`config.mk`:
```
export PLATFORM = sky130hd
export DESIGN_NAME = uart_tx_fifo
export DESIGN_NICKNAME = d
export VERILOG_FILES = /design/src/rtl/uart_tx_fifo.sv
export SDC_FILE = /design/constraint.sdc
export NUM_CORES = 1
export LEC_CHECK = 0
export BUFFER_PORTS_ARGS = -buffer_cell sky130_fd_sc_hd__buf_2
export CAP_MARGIN = 10
export CORE_ASPECT_RATIO = 1.75
export CORE_MARGIN = 3
export CORE_UTILIZATION = 50
export CTS_CLUSTER_DIAMETER = 80
export DETAILED_ROUTE_END_ITERATION = 10
export GPL_TIMING_DRIVEN = 0
export PLACE_DENSITY = 0.67
export SYNTH_ARGS = -nofsm -noshare
export SYNTH_HDL_FRONTEND = slang
export SYNTH_SLANG_ARGS = --single-unit
```
`constraint.sdc`:
```
create_clock -name clock -period 4.6 [get_ports clock]
set_input_delay 0.69 -clock clock [delete_from_list [all_inputs] [get_ports clock]]
set_output_delay 0.69 -clock clock [all_outputs]
set_load 0.02 [all_outputs]
```
`src/rtl/uart_tx_fifo.sv`:
```
// uart_tx_fifo: UART transmitter with an integrated transmit FIFO.
// Runtime-selectable 5..8 data bits, 1 or 2 stop bits and a programmable
// baud divisor; queued words are sent back-to-back with no idle gap.
// Optional build macro UART_TX_PARITY_EN adds cfg_parity_i and a PARITY state.
module uart_tx_fifo #(
   parameter int FIFO_DEPTH = 8,
   parameter int DIV_W      = 16
) (
   input  logic                          clock,
   input  logic                          reset,
   input  logic                          cfg_en_i,
   input  logic [1:0]                    cfg_bits_i,
   input  logic                          cfg_stop_i,
   input  logic [DIV_W-1:0]              cfg_div_i,
`ifdef UART_TX_PARITY_EN
   input  logic [1:0]                    cfg_parity_i,
`endif
   input  logic [7:0]                    tx_data_i,
   input  logic                          tx_valid_i,
   output logic                          tx_ready_o,
   output logic                          tx_o,
   output logic                          busy_o,
   output logic [$clog2(FIFO_DEPTH):0]   fifo_level_o
);

   localparam int AW = $clog2(FIFO_DEPTH);
   localparam int LW = AW + 1;

`ifdef UART_TX_PARITY_EN
   typedef enum logic [2:0] {IDLE, START, DATA, PARITY, STOP} state_t;
`else
   typedef enum logic [1:0] {IDLE, START, DATA, STOP} state_t;
`endif

   // FIFO storage and bookkeeping
   logic [7:0]       mem [FIFO_DEPTH];
   logic [AW-1:0]    wr_ptr_reg, rd_ptr_reg;
   logic [LW-1:0]    level_reg, level_next;
   logic             out_en_reg;
   logic             full, empty, push, pop;

   // Frame engine state
   state_t           state_reg, state_next;
   logic             busy_reg, busy_next;
   logic             tx_reg, tx_next;
   logic [7:0]       shift_reg, shift_next;
   logic [2:0]       nbits_reg, nbits_next;     // data bits minus one
   logic             two_stop_reg, two_stop_next;
   logic [DIV_W-1:0] div_reg, div_next;
   logic [DIV_W-1:0] baud_reg, baud_next;
   logic [2:0]       bit_cnt_reg, bit_cnt_next;
   logic             stop_cnt_reg, stop_cnt_next;
   logic             bit_end, start_frame;
`ifdef UART_TX_PARITY_EN
   logic [1:0]       par_mode_reg, par_mode_next;
   logic             par_acc_reg, par_acc_next;
   logic             par_bit;
`endif

   assign full         = (level_reg == LW'(FIFO_DEPTH));
   assign empty        = (level_reg == '0);
   // Ready comes only from registered state and cfg_en_i, never from tx_valid_i;
   // a same-cycle pop does not open a slot because full is the pre-edge level.
   assign tx_ready_o   = out_en_reg && cfg_en_i && !full;
   assign push         = tx_valid_i && tx_ready_o;
   assign tx_o         = tx_reg;
   assign busy_o       = busy_reg;
   assign fifo_level_o = level_reg;
   assign bit_end      = (baud_reg == div_reg - 1'b1);

   // FIFO write port (storage carries no reset so it can map onto RAM)
   always_ff @(posedge clock) begin
      if (push) begin
         mem[wr_ptr_reg] <= tx_data_i;
      end
   end

   // FIFO level update from push/pop
   always_comb begin
      level_next = level_reg;
      case ({push, pop})
         2'b10:   level_next = level_reg + 1'b1;
         2'b01:   level_next = level_reg - 1'b1;
         default: level_next = level_reg;
      endcase
   end

   // FIFO pointers, level and the post-reset ready qualifier
   always_ff @(posedge clock or negedge reset) begin
      if (!reset) begin
         wr_ptr_reg <= '0;
         rd_ptr_reg <= '0;
         level_reg  <= '0;
         out_en_reg <= 1'b0;
      end else begin
         out_en_reg <= 1'b1;
         level_reg  <= level_next;
         if (push) wr_ptr_reg <= wr_ptr_reg + 1'b1;
         if (pop)  rd_ptr_reg <= rd_ptr_reg + 1'b1;
      end
   end

   // Next-state and datapath logic for the frame engine
   always_comb begin
      state_next    = state_reg;
      tx_next       = tx_reg;
      shift_next    = shift_reg;
      nbits_next    = nbits_reg;
      two_stop_next = two_stop_reg;
      div_next      = div_reg;
      bit_cnt_next  = bit_cnt_reg;
      stop_cnt_next = stop_cnt_reg;
      start_frame   = 1'b0;
      pop           = 1'b0;
      baud_next     = (state_reg == IDLE || bit_end) ? '0 : baud_reg + 1'b1;
`ifdef UART_TX_PARITY_EN
      par_mode_next = par_mode_reg;
      par_acc_next  = par_acc_reg;
      par_bit       = par_acc_reg ^ tx_reg;
`endif
      case (state_reg)
         IDLE: begin
            if (cfg_en_i && !empty) start_frame = 1'b1;
         end
         START: begin
            if (bit_end) begin
               state_next   = DATA;
               tx_next      = shift_reg[0];
               shift_next   = {1'b0, shift_reg[7:1]};
               bit_cnt_next = '0;
            end
         end
         DATA: begin
            if (bit_end) begin
`ifdef UART_TX_PARITY_EN
               par_acc_next = par_bit;
`endif
               if (bit_cnt_reg == nbits_reg) begin
                  state_next    = STOP;
                  tx_next       = 1'b1;
                  stop_cnt_next = 1'b0;
`ifdef UART_TX_PARITY_EN
                  if (par_mode_reg == 2'b01 || par_mode_reg == 2'b10) begin
                     state_next = PARITY;
                     tx_next    = (par_mode_reg == 2'b10) ? par_bit : ~par_bit;
                  end
`endif
               end else begin
                  bit_cnt_next = bit_cnt_reg + 1'b1;
                  tx_next      = shift_reg[0];
                  shift_next   = {1'b0, shift_reg[7:1]};
               end
            end
         end
`ifdef UART_TX_PARITY_EN
         PARITY: begin
            if (bit_end) begin
               state_next    = STOP;
               tx_next       = 1'b1;
               stop_cnt_next = 1'b0;
            end
         end
`endif
         STOP: begin
            if (bit_end) begin
               if (two_stop_reg && !stop_cnt_reg) begin
                  stop_cnt_next = 1'b1;
               end else if (cfg_en_i && !empty) begin
                  start_frame = 1'b1;
               end else begin
                  state_next = IDLE;
                  tx_next    = 1'b1;
               end
            end
         end
         default: begin
            state_next = IDLE;
            tx_next    = 1'b1;
         end
      endcase
      // Frame start: pop the head word and freeze the configuration for this frame
      if (start_frame) begin
         pop           = 1'b1;
         state_next    = START;
         tx_next       = 1'b0;
         shift_next    = mem[rd_ptr_reg];
         nbits_next    = {1'b1, cfg_bits_i};
         two_stop_next = cfg_stop_i;
         div_next      = (cfg_div_i == '0) ? DIV_W'(1) : cfg_div_i;
         baud_next     = '0;
`ifdef UART_TX_PARITY_EN
         par_mode_next = cfg_parity_i;
         par_acc_next  = 1'b0;
`endif
      end
      busy_next = (state_next != IDLE);
   end

   // Frame engine registers; reset abandons any frame in flight
   always_ff @(posedge clock or negedge reset) begin
      if (!reset) begin
         state_reg    <= IDLE;
         busy_reg     <= 1'b0;
         tx_reg       <= 1'b1;
         shift_reg    <= '0;
         nbits_reg    <= 3'd7;
         two_stop_reg <= 1'b0;
         div_reg      <= DIV_W'(1);
         baud_reg     <= '0;
         bit_cnt_reg  <= '0;
         stop_cnt_reg <= 1'b0;
`ifdef UART_TX_PARITY_EN
         par_mode_reg <= 2'b00;
         par_acc_reg  <= 1'b0;
`endif
      end else begin
         state_reg    <= state_next;
         busy_reg     <= busy_next;
         tx_reg       <= tx_next;
         shift_reg    <= shift_next;
         nbits_reg    <= nbits_next;
         two_stop_reg <= two_stop_next;
         div_reg      <= div_next;
         baud_reg     <= baud_next;
         bit_cnt_reg  <= bit_cnt_next;
         stop_cnt_reg <= stop_cnt_next;
`ifdef UART_TX_PARITY_EN
         par_mode_reg <= par_mode_next;
         par_acc_reg  <= par_acc_next;
`endif
      end
   end

endmodule
```
; After elaboration in Yosys (flattened, before gate mapping)
; Memories as Yosys holds them, arrays and structs flattened.
; Cells that the tools add are included.
; Widths: inputs -> output; s select.
[totals]
register_bits = 62
latch_bits = 0
ramBits = 64
rom_bits = 0
wordCells = 105
mem_count = 1
[memory_table]
columns = memory, depth, width, rd, rd_clocked_by_memory_dff, wr, line_no
row1 = mem, 8, 8, 1, 0, 1, 36  ; logic [7:0] mem [FIFO_DEPTH];
[op_classes]
addsub = 7
n_mul = 0
div_mod_pow = 0
order_cmp = 0
n_eq_ne = 20
shifts = 0
mux = 41
bitwise_logic = 0
reduce_logical = 22
[op_table]
columns = op, n
row1 = $mux 16, 3
row2 = $mux 8, 4
row3 = $ne 3x3->1 const B, 6
row4 = $mux 1, 17
row5 = $add 16x1->16 const B, 1
row6 = $eq 16x16->1, 1
row7 = $logic_not 16->1, 1
row8 = $pmux 8 s2, 1
row9 = $sub 16x1->16 const B, 1
row10 = $mux 2, 7
row11 = $ne 2x2->1 const B, 6
row12 = $add 3x1->3 const B, 3
row13 = $mux 3, 3
row14 = $pmux 4 s2, 1
row15 = $reduce_and 4->1, 2
row16 = $reduce_bool 2->1, 4
row17 = $eq 2x2->1 const B, 3
row18 = $pmux 2 s3, 1
row19 = $pmux 3 s2, 1
row20 = $reduce_and 6->1, 1
row21 = $logic_and 1x1->1, 5
row22 = $reduce_and 5->1, 1
row23 = $add 4x1->4 const B, 1
row24 = $eq 2x1->1 const B, 2
row25 = other kinds (11), 14

; Depth between registers and ports, before layout
[depth]
depth_word = 10
depth_mapped = 16

; Least setup slack after synthesis
; OpenSTA, ideal clock, no wires.
[synth_path]
path_kind = register -> register
startpoint = reg div_reg[1]
endpoint = reg level_reg[2], in the netlist fifo_level_o[2]
t_arrival_ns = 4.185
required_ns = 4.466
slack_ns = 0.281
stages_incl_launch_ff = 17
period_less_slack_ns = 4.319
cell_sequence = dfrtp_1 inv_1 ha_1 or4b_4 or4_4 mux2_2 a211oi_1 or4b_4 o31ai_4 buf_4 ha_1 xor2_1 ha_1 a21oi_1 xor2_1 nor2_1 xor2_1
[synth_between]
elab_chain_len = 7
[synth_lines]
columns = item, line_no
row1 = from (decl), 49  ; logic [DIV_W-1:0] div_reg, div_next;
row2 = from (signal assigned), 223  ; div_reg <= div_next;
row3 = $sub 16x1->16 *, 69  ; assign bit_end = (baud_reg == div_reg - 1'b1);
row4 = $eq 16x16->1 *, 69
row5 = $mux 1 *, 165  ; if (bit_end) begin
row6 = $pmux 1 s2 *, 121  ; case (state_reg)
row7 = $mux 1 *, 182  ; if (start_frame) begin
row8 = $eq 2x1->1 / $eq 2x2->1 (equally long branches), 81  ; case ({push, pop})
row9 = $pmux 4 s2 / $reduce_bool 2->1 (equally long branches), -
row10 = to (signal assigned), 97  ; level_reg <= level_next;
row11 = to (decl), 38  ; logic [LW-1:0] level_reg, level_next;
; Mark *: on every way between the ends. The rest lies on a longest branch, timed or not.
; A chain may end at the register's enable or synchronous reset.

; Worst setup path after layout
[layout_path]
startpoint = reg div_reg[3]
endpoint = reg level_reg[3], in the netlist fifo_level_o[3]
; The elaborated chain is that of the path after synthesis.

==> results.py <==
metrics = {
    "global_routing": {
        "grt.busiest_layer": "met2",
        "grtUsageTotal_pct": 20.0,
        "grt_pass1_wl_microns": 19900,
        "grt_max_degree": 63,
        "antenna_found_initial": 0,
        "grtUsageMet3_pct": 3.48,
        "grt_util_met2_pct": 37.8,
        "grt_pass1_vias": 4060,
        "grt-ovfl-total": 0,
        "grtUsageMet1_pct": 20.1,
    },
    "sta": {
        "tightest_slew_ns": 0.948,
        "final.period_utilization_pct": 94.4,
        "tns_ns": 0,
        "setup_violations": 0,
        "finClkSkew_ns": 0.00932,
        "drv_slew": 0,
        "min_period_ns": 4.34,
        "final-hold-violation-count": 0,
        "relSlewSlack_pct": 36.4,
        "rsz0062_at_grt": "no",
        "fmax_mhz": 230,
    },
    "setup_path": {
        "worstPathRequired_ns": 4.94,
        "path_cells": "clkbuf_1 > nor4_2 > and4_1 > o221ai_1 > a2111oi_1 > or4b_4 > o31ai_4 > buf_6 > ha_2 > nand2_1 > mux2_2 > o22ai_1 > o21ai_0 > nor2_1 > xor2_1",
        "start_kind": "flip-flop",
        "worst-setup-path-type": "flip-flop to flip-flop",
        "path_max_fanout": 9,
        "crit_slowest_cell": "a2111oi_1",
        "worstPathArrival_ns": 4.68,
        "endpoint_kind": "flip-flop",
        "slowest_delay_ns": 0.68,
    },
    "run_status": {
        "outcome": "complete, no violations",
    },
    "die": {
        "core_sq_um": 11700,
        "ios": 38,
        "die_h_microns": 151,
        "die_area_sq_um": 13500,
        "rows": 52,
        "start_util_pct": 51.6,
        "dieWidth_microns": 89.1,
    },
    "finish": {
        "area_growth_syn_to_layout_pct": 16.4,
        "seqCellArea_sq_um": 3480,
        "final_core_util_pct": 60.1,
        "largest_register_ffs": 64,
        "fillers": 918,
        "diodes": 0,
        "finalNetCount": 566,
        "multiInputGateArea_sq_um": 2430,
        "layout-drive-gt1-share_pct": 23.1,
    },
    "clocking": {
        "root_buffer": "clkbuf_16",
        "cts_hold_buf": 0,
        "clockBufferDepth": 2,
        "cts_htree_levels": 4,
        "cts.sinks": 126,
        "numCtsBuffers": 17,
        "clkTransAtPathRegs_ns": 0.07,
        "clock_latency_ns": 0.42,
        "cts_tree": "done",
    },
    "synthesis": {
        "synth-seq-cells": 126,
        "syn_avg_cell_area_sq_um": 13.1,
        "syn_area_sq_um": 6040,
        "ys_types": 62,
        "synth_fp_nets": 503,
        "ys.flop_type": "edfxtp_1",
        "syn_inst": 460,
        "synth_edf_count": 64,
        "async_reset_ff_share_pct": 49.2,
        "seq_area_frac_synth_pct": 57.6,
        "ys_warn_count": 0,
    },
    "place": {
        "gp_congestion": 0.870,
        "hpwl_microns": 9010,
        "port_buffers": 37,
    },
    "routing": {
        "first_iter_violations": 163,
        "routed_wl_microns": 12400,
        "drc": 0,
        "wire_per_inst_microns": 18.5,
        "final_antenna_net_count": 0,
        "dr_total_vias": 3881,
        "dr.pass1.iters": 5,
        "vias_per_cell": 5.78,
    },
    "power": {
        "pwr_density_cell_nw_per_um2": 596,
        "max-vdd-ir-drop_mv": 0.411,
        "leakagePower_nw": 2.70,
    },
    "run": {
        "maxCapViolCount": 0,
    },
    "worst_hold_path": {
        "min_path_type": "input port to async pin",
    },
}
-- metrics by stage --
stage	total power [W]	hold slack (ns)	worst slack, ns	std cells	cell area (sq um)
floorplan	0.00256	0.394	0.281	460	6040
global placement	0.00286	0.477	-0.497	632	6400
detailed placement	0.00292	0.476	-0.569	634	6410
CTS	0.00420	0.379	0.0847	667	7000
global route	0.00443	0.416	0.0545	671	7030
finish	0.00420	0.334	0.258	671	7030
-- report_power, final --
part	internal (W)	leakage (nW)	switching (W)
clock	0.000716	0.272	0.000562
sequential	0.00141	1.35	0.000210
combinational	0.000609	1.08	0.000686
total	0.00274	2.70	0.00146
-- worst max-delay path: cells and delay by family, from the launching register on --
family | cells | cell delay (ns)
and+or+nand+nor | 5 | 1.56
muxes | 1 | 0.27
adders and majority gates | 1 | 0.23
xor gates and xnor gates | 1 | 0.15
buffers and inverters | 2 | 0.36
AOI/OAI and AO/OA | 5 | 1.32
DFF | 1 | 0.37
-- cell families after synthesis --
kind of cell / after synthesis / synth area share [%]
flops: 126 / 57.6
fa+ha+maj: 12 / 2.48
mux: 64 / 14.4
other cells: 1 / 0.0621
xor+xnor: 37 / 5.36
buf+inv: 33 / 2.44
simple gates: 142 / 12.3
compound gates: 45 / 5.40
-- Yosys cell counts, types with 3 or more instances --
cell	instances	area share (%)
a21oi_1	8	0.66
a31oi_1	3	0.31
and2_1	4	0.41
and3_1	6	0.62
clkbuf_1	12	0.75
dfrtp_1	58	24
dfstp_2	4	1.7
edfxtp_1	64	32
ha_1	12	2.5
inv_1	13	0.81
mux2_1	13	2.4
mux2_2	11	2.0
mux2i_1	24	4.0
mux4_2	16	6.0
nand2_1	25	1.6
nand2b_1	6	0.62
nand3_1	13	1.1
nand4_1	3	0.31
nor2_1	43	2.7
nor2b_1	4	0.41
nor3_1	9	0.75
nor4_1	8	0.83
o21ai_0	5	0.41
o22ai_1	3	0.31
o31ai_1	4	0.50
o41ai_1	3	0.43
or3_1	4	0.41
or4_1	3	0.37
xnor2_1	16	2.3
xor2_1	21	3.0
-- layer usage --
layer,share of wire (%),routed length [microns],vias to the layer above
met3,2.3,287,19
met1,36,4520,1953
met5,0,0,-
met4,2.6,323,0
li1,-,-,1835
met2,59,7280,74
-- area by class of cell --
| cell class | instances | share of cell area, % |
|---|---|---|
| Buffer | 19 | 1.41 |
| Clock buffer | 17 | 6.05 |
| Clock inverter | 15 | 2.06 |
| Inverter | 14 | 0.747 |
| Multi-Input combinational cell | 301 | 34.5 |
| Sequential cell | 126 | 49.4 |
| Tap cell | 135 | 2.40 |
| Timing Repair Buffer | 44 | 3.34 |
-- path summary, 6_finish.rpt --
check                      depth (start not counted)        from         endpoint  slack (ns)
max                                               15  div_reg[3]  fifo_level_o[3]        0.26
min                                                1       reset       div_reg[7]        0.33
max reg2reg                                       15  div_reg[3]  fifo_level_o[3]        0.26
min reg2reg                                        2        tx_o             tx_o        0.48
max in group asynchronous                          1       reset       div_reg[8]        3.71
min in group clock                                 2        tx_o             tx_o        0.48
-- cells in the final DEF, fill, tap and decap left out, types with 7 or more instances in the layout --
master,instances
nor2_1,43
mux4_2,16
xnor2_1,16
edfxtp_1,64
clkbuf_16,17
nand2_1,25
xor2_1,21
ha_1,10
mux2_2,11
nor3_1,9
inv_1,13
nand3_1,13
dfrtp_1,58
buf_2,39
mux2_1,13
a21oi_1,8
buf_4,7
clkbuf_1,12
mux2i_1,24
nor4_1,7
-- timing repair --
action / in CTS / in global routing
pin swaps: 1 / 0
resized for setup: 2 / 3
setup endpoints to repair: 4 / 2
buffers inserted: 1 / 4
(Power assumes the default switching activity.)
